==> src/rtl/di_fifo_terminal.sv <==
// di_fifo_terminal: NCH push FIFOs on the DI bus, drained by host reads of per-channel data/status registers
// Ports: if_clock/resetb (async active-low); DI bus diEpAddr, diRegAddr, diRegDataIn, diWrite, diRead,
//   diReset (sync flush); diRegDataOut (registered read data), rdwr_ready (registered read-ahead ready);
//   fabric side push[NCH], push_data[NCH*DW], full[NCH].
module di_fifo_terminal #(
  parameter int          NCH      = 2,
  parameter int          DW       = 16,
  parameter int          DEPTH    = 16,
  parameter logic [15:0] EP_ADDR  = 16'h0000,
  parameter logic [15:0] BASE_REG = 16'h0000,
  parameter logic [15:0] FILL     = 16'hDEAD
) (
  input  logic                if_clock,
  input  logic                resetb,
  input  logic [15:0]         diEpAddr,
  input  logic [15:0]         diRegAddr,
  input  logic [15:0]         diRegDataIn,
  input  logic                diWrite,
  input  logic                diRead,
  input  logic                diReset,
  output logic [15:0]         diRegDataOut,
  output logic                rdwr_ready,
  input  logic [NCH-1:0]      push,
  input  logic [NCH*DW-1:0]   push_data,
  output logic [NCH-1:0]      full
);
  localparam int AW = $clog2(DEPTH);
  localparam logic [AW:0] LMAX = (AW+1)'(DEPTH);
  logic [DW-1:0] mem_q [NCH][DEPTH];
  logic [AW-1:0] rd_q [NCH], rd_d [NCH], wr_q [NCH], wr_d [NCH];
  logic [AW:0] lvl_q [NCH], lvl_d [NCH];
  logic [NCH-1:0] ovf_q, ovf_d, udf_q, udf_d, full_q, full_d, we;
  logic [15:0] dout_q, dout_d, head;
  logic [13:0] stat;
  logic rdy_q, rdy_d, sel, dsel, ssel, rd, pop, pu, emp;
  logic unused_wdata;
  assign unused_wdata = ^diRegDataIn[13:0];
  always_comb begin
    sel = diEpAddr == EP_ADDR;
    dout_d = sel ? dout_q : '0;
    rdy_d = 1'b1;
    rd_d = rd_q;
    wr_d = wr_q;
    lvl_d = lvl_q;
    ovf_d = '0;
    udf_d = '0;
    full_d = '0;
    we = '0;
    head = '0;
    stat = '0;
    dsel = 1'b0;
    ssel = 1'b0;
    rd = 1'b0;
    pop = 1'b0;
    pu = 1'b0;
    emp = 1'b0;
    for (int c = 0; c < NCH; c++) begin
      dsel = sel && diRegAddr == BASE_REG + 16'(2*c);
      ssel = sel && diRegAddr == BASE_REG + 16'(2*c+1);
      head = '0;
      head[DW-1:0] = mem_q[c][rd_q[c]];
      stat = '0;
      stat[AW:0] = lvl_q[c];
      emp = lvl_q[c] == '0;
      rd = diRead && dsel;
      pop = rd && !emp;
      // a full channel still accepts a push when the same cycle frees a slot
      pu = push[c] && (lvl_q[c] != LMAX || pop);
      we[c] = pu && !diReset;
      rd_d[c] = diReset ? '0 : rd_q[c] + AW'(pop);
      wr_d[c] = diReset ? '0 : wr_q[c] + AW'(pu);
      lvl_d[c] = diReset ? '0 : lvl_q[c] + (AW+1)'(pu) - (AW+1)'(pop);
      // set events take priority over a same-cycle clear
      ovf_d[c] = !diReset && ((push[c] && !pu) || (ovf_q[c] && !(diWrite && ssel && diRegDataIn[15])));
      udf_d[c] = !diReset && ((rd && emp) || (udf_q[c] && !(diWrite && ssel && diRegDataIn[14])));
      full_d[c] = lvl_d[c] == LMAX;
      if (rd) dout_d = emp ? FILL : head;
      if (diRead && ssel) dout_d = {ovf_q[c], udf_q[c], stat};
      // keep two reads of headroom for reads already in flight
      if (dsel) rdy_d = lvl_d[c] >= (AW+1)'(3);
    end
  end
  always_ff @(posedge if_clock) begin
    for (int c = 0; c < NCH; c++)
      if (we[c]) mem_q[c][wr_q[c]] <= push_data[c*DW +: DW];
  end
  always_ff @(posedge if_clock or negedge resetb) begin
    if (!resetb) begin
      dout_q <= '0;
      rdy_q <= 1'b0;
      ovf_q <= '0;
      udf_q <= '0;
      full_q <= '0;
      for (int c = 0; c < NCH; c++) begin
        rd_q[c] <= '0;
        wr_q[c] <= '0;
        lvl_q[c] <= '0;
      end
    end else begin
      dout_q <= dout_d;
      rdy_q <= rdy_d;
      ovf_q <= ovf_d;
      udf_q <= udf_d;
      full_q <= full_d;
      rd_q <= rd_d;
      wr_q <= wr_d;
      lvl_q <= lvl_d;
    end
  end
  assign diRegDataOut = dout_q;
  assign rdwr_ready = rdy_q;
  assign full = full_q;
endmodule

==> config.mk <==
export PLATFORM = sky130hd
export DESIGN_NAME = di_fifo_terminal
export DESIGN_NICKNAME = d
export VERILOG_FILES = /design/src/rtl/di_fifo_terminal.sv
export SDC_FILE = /design/constraint.sdc
export NUM_CORES = 1
export LEC_CHECK = 0
export ABC_AREA = 1
export CAP_MARGIN = 10
export CORE_MARGIN = 2
export CORE_UTILIZATION = 50
export CTS_BUF_LIST = sky130_fd_sc_hd__clkbuf_8
export DETAILED_ROUTE_END_ITERATION = 16
export GPL_TIMING_DRIVEN = 0
export PLACE_DENSITY_LB_ADDON = 0.12
export SLEW_MARGIN = 25
export SYNTH_ARGS = -nofsm -noshare
export SYNTH_HDL_FRONTEND = slang
export SYNTH_SLANG_ARGS = --single-unit
==> constraint.sdc <==
create_clock -name if_clock -period 3.5 [get_ports if_clock]
set_input_delay 0.7 -clock if_clock [delete_from_list [all_inputs] [get_ports if_clock]]
set_output_delay 0.7 -clock if_clock [all_outputs]
set_load 0.02 [all_outputs]
## Word-level counts from Yosys, hierarchy flattened

Memories as Yosys holds them, arrays and structs flattened.
Cells that the tools add are included.

| operators by class | value |
|---|---|
| $add $sub $neg | 8 |
| magnitude comparators | 8 |
| equal/unequal tests | 8 |
| mux-type cells | 29 |
| bitwise operators | 4 |
| reductions and logical operators | 53 |

Operators with widths:

| operator | count |
|---|---|
| $mux 256 | 2 |
| $mux 16 | 13 |
| $bmux 16 s4 | 2 |
| $demux 16 s4 | 2 |
| $logic_and 1x1->1 | 34 |
| $eq 16x2->1 const B | 2 |
| $logic_not 16->1 | 2 |
| $ge 5x5->1 const B | 4 |
| $not 4->5 | 4 |
| $add 4x1->4 | 4 |
| $eq 16x1->1 const B | 1 |
| $mux 4 | 4 |
| $add 5x1->5 | 2 |
| $eq 5x5->1 const B | 2 |
| $ge 5x2->1 const B | 2 |
| $logic_not 5->1 | 2 |
| $lt 5x1->1 const B | 2 |
| $mux 5 | 2 |
| $ne 5x5->1 const B | 2 |
| $sub 5x1->5 | 2 |
| $logic_not 1->1 | 9 |
| $logic_or 1x1->1 | 6 |
| $ne 5x1->1 const B | 1 |
| $mux 1 | 4 |

| storage, ports and cells | value |
|---|---|
| bits in registers | 49 |
| RAM bits | 512 |
| bits of input ports | 87 |
| output and inout port bits | 19 |
| word-level logic and storage cells | 122 |
| memories kept | 1 |

Memories:

| name | words | bits a word | rd ports | clocked after Yosys merged registers in | wr ports | RTL line | text |
|---|---|---|---|---|---|---|---|
| mem_q | 2 | 256 | 2 | 0 | 2 | 29 | `logic [DW-1:0] mem_q [NCH][DEPTH];` |

## Longest topological paths before layout

Gate-level depths: netlist (run 1).

| depth | value |
|---|---|
| word-level depth | 12 |
| mapped depth | 22 |
| depth with buffers taken out | 22 |

## Least setup slack after synthesis (run 1)

No wires, ideal clock.

| timing path | value |
|---|---|
| kind | input to register |
| start point | input diEpAddr[15] |
| end point | memory mem_q[0][100] (netlist name), enable pin |
| library setup time | 409 ps |
| arrival | 2,818 ps |
| data required time | 3,091 ps |
| setup slack | 273 ps |
| cell stages on the path | 12 |
| buffers on the path | 1 |
| path through | nor2_1 nand2_1 nor2_2 nand2_4 nor2_4 nand2_4 nand2_2 nand2_2 inv_2 nand2_4 buf_6 nor3_1 |

RTL lines:

| item | RTL line | text |
|---|---|---|
| from (decl) | 15 | `input logic [15:0] diEpAddr,` |
| to (decl) | 29 |  |

==> reports/metrics.cfg, run 1 <==
[run]
maxCapViolCount=0

[cells_and_area]
fin_cells=2930
fin_util_pct=59.6
area_growth_pct=18.0
drive_gt1_share_pct=13.3
finalNetCount=2363
final_area_um2=27600
diodes=0
num-fill-cells=3787

[grt]
grt_usage_pct=28.6
grt_pass1_wl_um=100000
grt_max_degree=35
grt_overflow=0
grt_antenna_before_repair=0
grt_pass1_vias=16100

[route]
initialDrtViolationCount=2020
drc_errors=0
ant_nets=0
wl_per_cell_um=23.4
first_pass_iters=6
vias=16900
vias_per_cell=5.76
routed_wl_um=68500

[floorplanning]
die_h_um=220
dieArea_um2=48600
core_area_um2=46400
io_pins=106
die_w_um=220
num_rows=79
initial_core_util_pct=50.5

[timing]
fin_crit_sh_pct=92.6
fmax_mhz=308
maxSlewViolCount=0
slew_headroom_pct=37.1
final-setup-viol-count=0
skew_ns=0.0265
whs_ns=0.463
finalHoldViolCount=0
layout_min_cycle_time_ns=3.24
worst_slew_pin_slew_ns=0.944

[logic_synthesis]
yosysSeqAreaShare_pct=70.9
syn_inst=2002
mappedNetlistArea_um2=23400
netlist_top_cells_area=edfxtp_1 66%, nor2_1 5.8%, dfrtp_1 5.2%
avgSynthCellArea_um2=11.7
synth_ff_type=edfxtp_1
synth-edff-count=512
mappedNetlistNets=2111
synth_top_area_share_pct=65.6
synth_top_cell_by_area=edfxtp_1
synth-seq-cells=561
ys_warn_count=0
synthArstFlopShare_pct=8.73
ys_types=36

[placed_design]
dpl.hpwl_um=46800
dpl.cell_count=2763
place_congestion=0.907
dpl_cell_area_um2=26000
port_buffers=91

[setup_path]
crit_required_ns=4.05
crit_type=input pin to flip-flop
worst_path_most_repeated_cell=nand2_1
reg2reg_slack_ns=0.40
path_max_fanout=7
rr_endpoint=rdwr_ready$_DFF_PN0_
critPathSlowestCell=clkdlybuf4s50_1
timing.rr.start=lvl_q[8]$_DFF_PN0_
start_kind=input pin
cp-end-kind=flip-flop
cp.arrival_ns=3.79
crit_chain=clkdlybuf4s50_1, nor2_4, nand2_1, nor2_1, nand2_2, nor2_4, nand2_4, nand2_2, nand2_2, ha_1, inv_1, ha_1, fa_1, nand2_1, nand2_1, a21oi_2, nand2_1, nand2_1, nor2_1, inv_1, nand3_1, nor2_1, nor2_1
ff2ff_path_depth=19
slowest_delay_ns=0.44

[cts]
clockBufferDepth=3
insertion_delay_ns=0.65
cts_buffers=90
cts_tree=built
cts-root-buf=clkbuf_8
cts.sinks=561
clkTransAtPathRegs_ns=0.06
htree_levels=3

[power_and_ir_drop]
pwr-share-clk_pct=37.1
p_leak_nw=10.1
seqPwrFrac_pct=55.1
p_sw_share_pct=24.2
power_mw=13.7
net-switching-power_mw=3.33
p_int_mw=10.4
power.density_nw_per_um2=497
irDropWorstVdd_mv=0.367
combPwrFrac_pct=7.9

[status]
run_status=finished, final reports clean

[min_path]
hp-class=input pin to async pin

## cell type report
class,count,area [µm²],share of cell area (%)
plain buffers,102,514,1.86
clock buffers,95,1310,4.73
clock inverters,66,292,1.05
inverters,101,379,1.37
multi-input cells,1238,6150,22.2
flip-flops and latches,561,16600,60.0
well taps,607,759,2.75
repair buffers,160,1640,5.94
## registers in the layout, summed over array words and instances (netlist names)
signal	cells
diRegDataOut	16
ovf_q	2
full	2
wr_q	8
mem_q	512
rdwr_ready	1
rd_q	8
udf_q	2
lvl_q	10
## power groups by stage
| stage | Combinational [mW] | Sequential (mW) | Clock (mW) |
|---|---|---|---|
| 3_3_place_gp | 0.959 | 7.71 | 0 |
| 6_report | 1.08 | 7.57 | 5.09 |
| 4_1_cts | 1.06 | 7.57 | 5.14 |
| 2_1_floorplan | 0.553 | 7.68 | 0 |
| 5_1_grt | 1.21 | 7.58 | 5.44 |
| 3_5_place_dp | 1.05 | 7.70 | 0 |
## metrics by stage
stage	TNS, ns	setup slack, ns
floorplan	0	0.273
finish	0	0.258
global placement	-796.59	-2.28
CTS	0	0.137
detailed placement	-9.27	-0.729
global route	-0.00581	-0.00581
## cell usage in the layout (no fill, tap or decap), types with 2 or more instances in the layout
master,instances
clkbuf_8,95
clkinv_1,28
a31oi_1,2
o22ai_1,6
buf_4,60
buf_12,2
buf_8,2
dfrtp_1,49
clkdlybuf4s50_1,90
inv_1,122
nand2_4,4
clkinvlp_4,2
nor2_2,4
a21boi_0,2
nand4_1,18
inv_2,6
nor3_1,3
clkbuf_1,38
nand2_1,286
o211ai_1,76
ha_1,20
a21oi_1,38
nand3b_1,2
or2_2,6
buf_6,13
nand2_2,6
xnor2_1,4
buf_2,48
and2_1,2
nand3_1,131
clkinv_2,8
nor2_1,354
nor2_4,18
buf_16,7
o21ai_0,218
nor3_2,23
edfxtp_1,512
o221ai_1,8
## cells in the mapped netlist (8+ instances only)
master and instances:
nor3_1 25, o221ai_1 8, nand2_1 287, edfxtp_1 512
clkbuf_1 38, nand4_1 18, nor2_1 365, o21ai_0 218
inv_1 91, a21oi_1 39, dfrtp_1 49, buf_4 11
buf_2 48, nand3_1 132, o211ai_1 76, ha_1 20
## how the worst max path moves through the flow
stage / startpoint / end / slack, ns / depth (start not counted)
3_5_place_dp: diRegAddr[7] / full[0]$_DFF_PN0_ / -0.73 / 19
4_1_cts: diRegAddr[7] / full[1]$_DFF_PN0_ / 0.14 / 21
2_1_floorplan: diEpAddr[15] / mem_q[0][100]$_DFFE_PP_ / 0.27 / 12
5_1_grt: diRegAddr[0] / rdwr_ready$_DFF_PN0_ / -0.006 / 23
6_report: diRegAddr[3] / rdwr_ready$_DFF_PN0_ / 0.26 / 23
3_3_place_gp: diRegAddr[13] / mem_q[0][261]$_DFFE_PP_ / -2.28 / 12
## kinds of logic after synthesis
kind of cell	share of synthesized area [%]
buffers and inverters	3.81
DFF	70.9
AOI/OAI and AO/OA	8.54
adders and majority gates	1.24
and+or+nand+nor	15.4
xor gates and xnor gates	0.150
## metal layers
layer  wire (µm)  global-route usage [%]
met2       30800                    44.2
met3        7290                    5.43
met5           0                       0
met1       28500                    41.2
met4        1880                    9.35
## critical path: cells and delay by family
| kind | cells | cell delay (ns) |
|---|---|---|
| adder cells (fa/ha/maj) | 3 | 0.94 |
| AO/OA/AOI/OAI | 1 | 0.14 |
| AND/OR/NAND/NOR | 16 | 1.44 |
| buffers and inverters | 3 | 0.57 |
## timing repair
action	4_1_cts	5_1_grt
setup endpoints to repair	2	4
cloned	0	0
endpoints found under the hold margin	15	0
hold buffers	1	0
pin swaps	0	6
buffers inserted	0	5
gates resized for setup	1	8
Power figures use the tool's default switching activity.
==> run 2: changes to the inputs <==
Settings changed: ABC_AREA 1 to 0, CORE_MARGIN 2 to default.
==> reports/metrics.cfg, run 2 <==
[status]
run_status=finished, final reports clean  ; unchanged

[floorplanning]
num_rows=77  ; was 79
dieArea_um2=45600  ; was 48600 µm²
initial_core_util_pct=50.7  ; was 50.5%
die_h_um=213  ; was 220 µm
die_w_um=213  ; was 220 µm
core_area_um2=44100  ; was 46400 µm²
io_pins=106  ; unchanged

[route]
drc_errors=0  ; unchanged
routed_wl_um=53800  ; was 68500 µm
first_pass_iters=5  ; was 6
initialDrtViolationCount=905  ; was 2020
ant_nets=0  ; unchanged
vias_per_cell=5.78  ; was 5.76
wl_per_cell_um=26.1  ; was 23.4 µm
vias=11900  ; was 16900

[logic_synthesis]
netlist_top_cells_area=edfxtp_1 69%, mux4_2 13%, dfrtp_1 5.5%  ; was edfxtp_1 66%, nor2_1 5.8%, dfrtp_1 5.2%
yosysSeqAreaShare_pct=74.3  ; was 70.9%
synthArstFlopShare_pct=8.73  ; unchanged
ys_warn_count=0  ; unchanged
synth_ff_type=edfxtp_1  ; unchanged
mappedNetlistArea_um2=22400  ; was 23400 µm²
syn_inst=1149  ; was 2002
synth-seq-cells=561  ; unchanged
ys_types=55  ; was 36
mappedNetlistNets=1258  ; was 2111
synth_top_cell_by_area=edfxtp_1  ; unchanged
avgSynthCellArea_um2=19.5  ; was 11.7 µm²
yosysMostFrequentCell=edfxtp_1  ; unchanged
synth_top_area_share_pct=68.8  ; was 65.6%
synth-edff-count=512  ; unchanged
netlist_top_cells_count=512 x edfxtp_1, 126 x mux4_2, 53 x nor2_1  ; was 512 x edfxtp_1, 365 x nor2_1, 287 x nand2_1

[cells_and_area]
num-fill-cells=3341  ; was 3787
seqCellArea_um2=16600  ; unchanged
diodes=0  ; unchanged
area_growth_pct=20.1  ; was 18.0%
finalNetCount=1507  ; was 2363
drive_gt1_share_pct=28.0  ; was 13.3%
fin_cells=2058  ; was 2930
largest_reg_flops=512  ; unchanged
final_common_cell=edfxtp_1  ; unchanged
final_cell_mix=512 x edfxtp_1, 126 x mux4_2, 93 x clkbuf_8  ; was 512 x edfxtp_1, 354 x nor2_1, 286 x nand2_1
multi_input_area_um2=5880  ; was 6150 µm²

[setup_path]
crit_required_ns=4.07  ; was 4.05 ns
path_max_fanout=8  ; was 7
timing.rr.start=lvl_q[8]$_DFF_PN0_  ; unchanged
cp-end-kind=flip-flop  ; unchanged
ff2ff_path_depth=15  ; was 19
crit_type=flip-flop to flip-flop  ; was input pin to flip-flop
rr_endpoint=rdwr_ready$_DFF_PN0_  ; unchanged
cp.arrival_ns=3.96  ; was 3.79 ns
start_kind=flip-flop  ; was input pin
reg2reg_slack_ns=0.10  ; was 0.40 ns

[placed_design]
port_buffers=89  ; was 91
dpl.cell_count=1881  ; was 2763
place_congestion=0.845  ; was 0.907
dpl.hpwl_um=34900  ; was 46800 µm

[run]
maxCapViolCount=0  ; unchanged

[cts]
cts-root-buf=clkbuf_8  ; unchanged
clkTransAtPathRegs_ns=0.07  ; was 0.06 ns
htree_levels=3  ; unchanged
cts_tree=built  ; unchanged
cts_buffers=90  ; unchanged
clockBufferDepth=3  ; unchanged
cts.sinks=561  ; unchanged
holdBufCountCts=0  ; was 1
insertion_delay_ns=0.65  ; about the same

[grt]
grt_usage_pct=24.3  ; was 28.6%
grt_pass1_vias=12400  ; was 16100
grt_max_degree=50  ; was 35
grt_pass1_wl_um=78500  ; was 100000 µm
grt_overflow=0  ; unchanged
grt_antenna_before_repair=1  ; was 0

[timing]
fmax_mhz=294  ; was 308 MHz
worst_slew_pin_slew_ns=0.935  ; was 0.944 ns
final-setup-viol-count=0  ; unchanged
maxSlewViolCount=0  ; unchanged
tns_ns=0  ; unchanged
skew_ns=0.0319  ; was 0.0265 ns
fin_crit_sh_pct=97.1  ; was 92.6%
layout_min_cycle_time_ns=3.40  ; was 3.24 ns
finalHoldViolCount=0  ; unchanged
slew_headroom_pct=37.6  ; was 37.1%

[power_and_ir_drop]
irDropWorstVdd_mv=0.439  ; was 0.367 mV
power.density_nw_per_um2=520  ; was 497 nW/µm²
p_leak_nw=8.87  ; was 10.1 nW

[min_path]
hp-class=input pin to async pin  ; unchanged

## run 2: cell types whose count changed after synthesis, moves of 71 or more
cell / delta
nand3_1: -108
nand2_1: -255
o211ai_1: -71
nor2_1: -312
o21ai_0: -195
mux4_2: +126
## run 2: cell type report
class                   count  area share, %
flip-flops and latches    561           61.8
inverters                  21          0.308
multi-input cells         511           21.9
repair buffers            158           5.95
clock inverters            67           1.47
plain buffers              55          0.988
clock buffers              93           4.77
well taps                 592           2.76
## run 2: worst max-delay path: stages, from the launching register on
cell,delay (ns)
dfrtp_1,0.40
inv_1,0.09
ha_1,0.20
nand3b_1,0.33
nand2_4,0.30
inv_1,0.10
ha_1,0.30
inv_1,0.04
ha_2,0.18
fa_2,0.36
a21oi_2,0.15
nor2_1,0.06
or3_1,0.36
a21oi_2,0.20
nor3_1,0.08
a31oi_1,0.17
## run 2: timing repair
action,CTS,global route
buffers inserted,14,4
pin swaps,13,18
gates resized for setup,25,42
setup endpoints to repair,152,4
## run 2: worst max path at each step
stage / cells after the start / end / start / slack (ns)
detailed placement: 15 / full[0]$_DFF_PN0_ / diRegAddr[3] / -1.56
finish: 15 / rdwr_ready$_DFF_PN0_ / lvl_q[8]$_DFF_PN0_ / 0.10
CTS: 17 / rdwr_ready$_DFF_PN0_ / lvl_q[3]$_DFF_PN0_ / 0.003
global placement: 8 / mem_q[0][507]$_DFFE_PP_ / diRegAddr[6] / -3.44
floorplan: 7 / mem_q[0][448]$_DFFE_PP_ / diRegAddr[10] / -0.48
global route: 17 / full[1]$_DFF_PN0_ / lvl_q[2]$_DFF_PN0_ / -0.01
## run 2: kinds of logic after synthesis
kind of cell    after synthesis  share of synthesized area (%)
flops                       561                           74.3
simple gates                192                           4.41
mux                         162                           14.3
compound gates              121                           3.59
buf+inv                      77                           1.55
fa+ha+maj                    22                           1.30
xor+xnor                     14                          0.548
## run 2: where the power goes
group	internal, mW	switching [mW]	leakage [nW]	total [mW]
logic	0.455	0.658	2.65	1.11
registers	7.47	0.0830	5.28	7.56
clock network	2.76	2.53	0.942	5.29
total	10.7	3.27	8.87	14.0
## run 2: through the flow
step | area (µm²) | total power, mW | util, % | hold slack (ns) | setup slack, ns
2_1_floorplan | 22600 | 8.24 | - | 0.404 | -0.475
3_3_place_gp | 24200 | 8.65 | 54.8 | 0.500 | -3.44
3_5_place_dp | 25000 | 8.73 | 56.6 | 0.506 | -1.56
4_1_cts | 26800 | 14.0 | 60.7 | 0.0845 | 0.00262
5_1_grt | 26800 | 14.4 | 60.8 | 0.105 | -0.0104
6_report | 26800 | 14.0 | 60.8 | 0.0860 | 0.103
## run 2: per-layer routing
| layer | vias to the layer above | wire [µm] | global-route usage [%] |
|---|---|---|---|
| met5 | - | 12 | 0 |
| li1 | 5221 | - | - |
| met1 | 6261 | 22500 | 32.1 |
| met3 | 90 | 2550 | 4.94 |
| met2 | 323 | 27200 | 40.8 |
| met4 | 2 | 1450 | 7.86 |
==> run 3: changes to the inputs <==
Settings changed: CAP_MARGIN 10 to default.
==> results of run 3 <==
No change in the layout: final DEF, timing and power equal those of run 2.
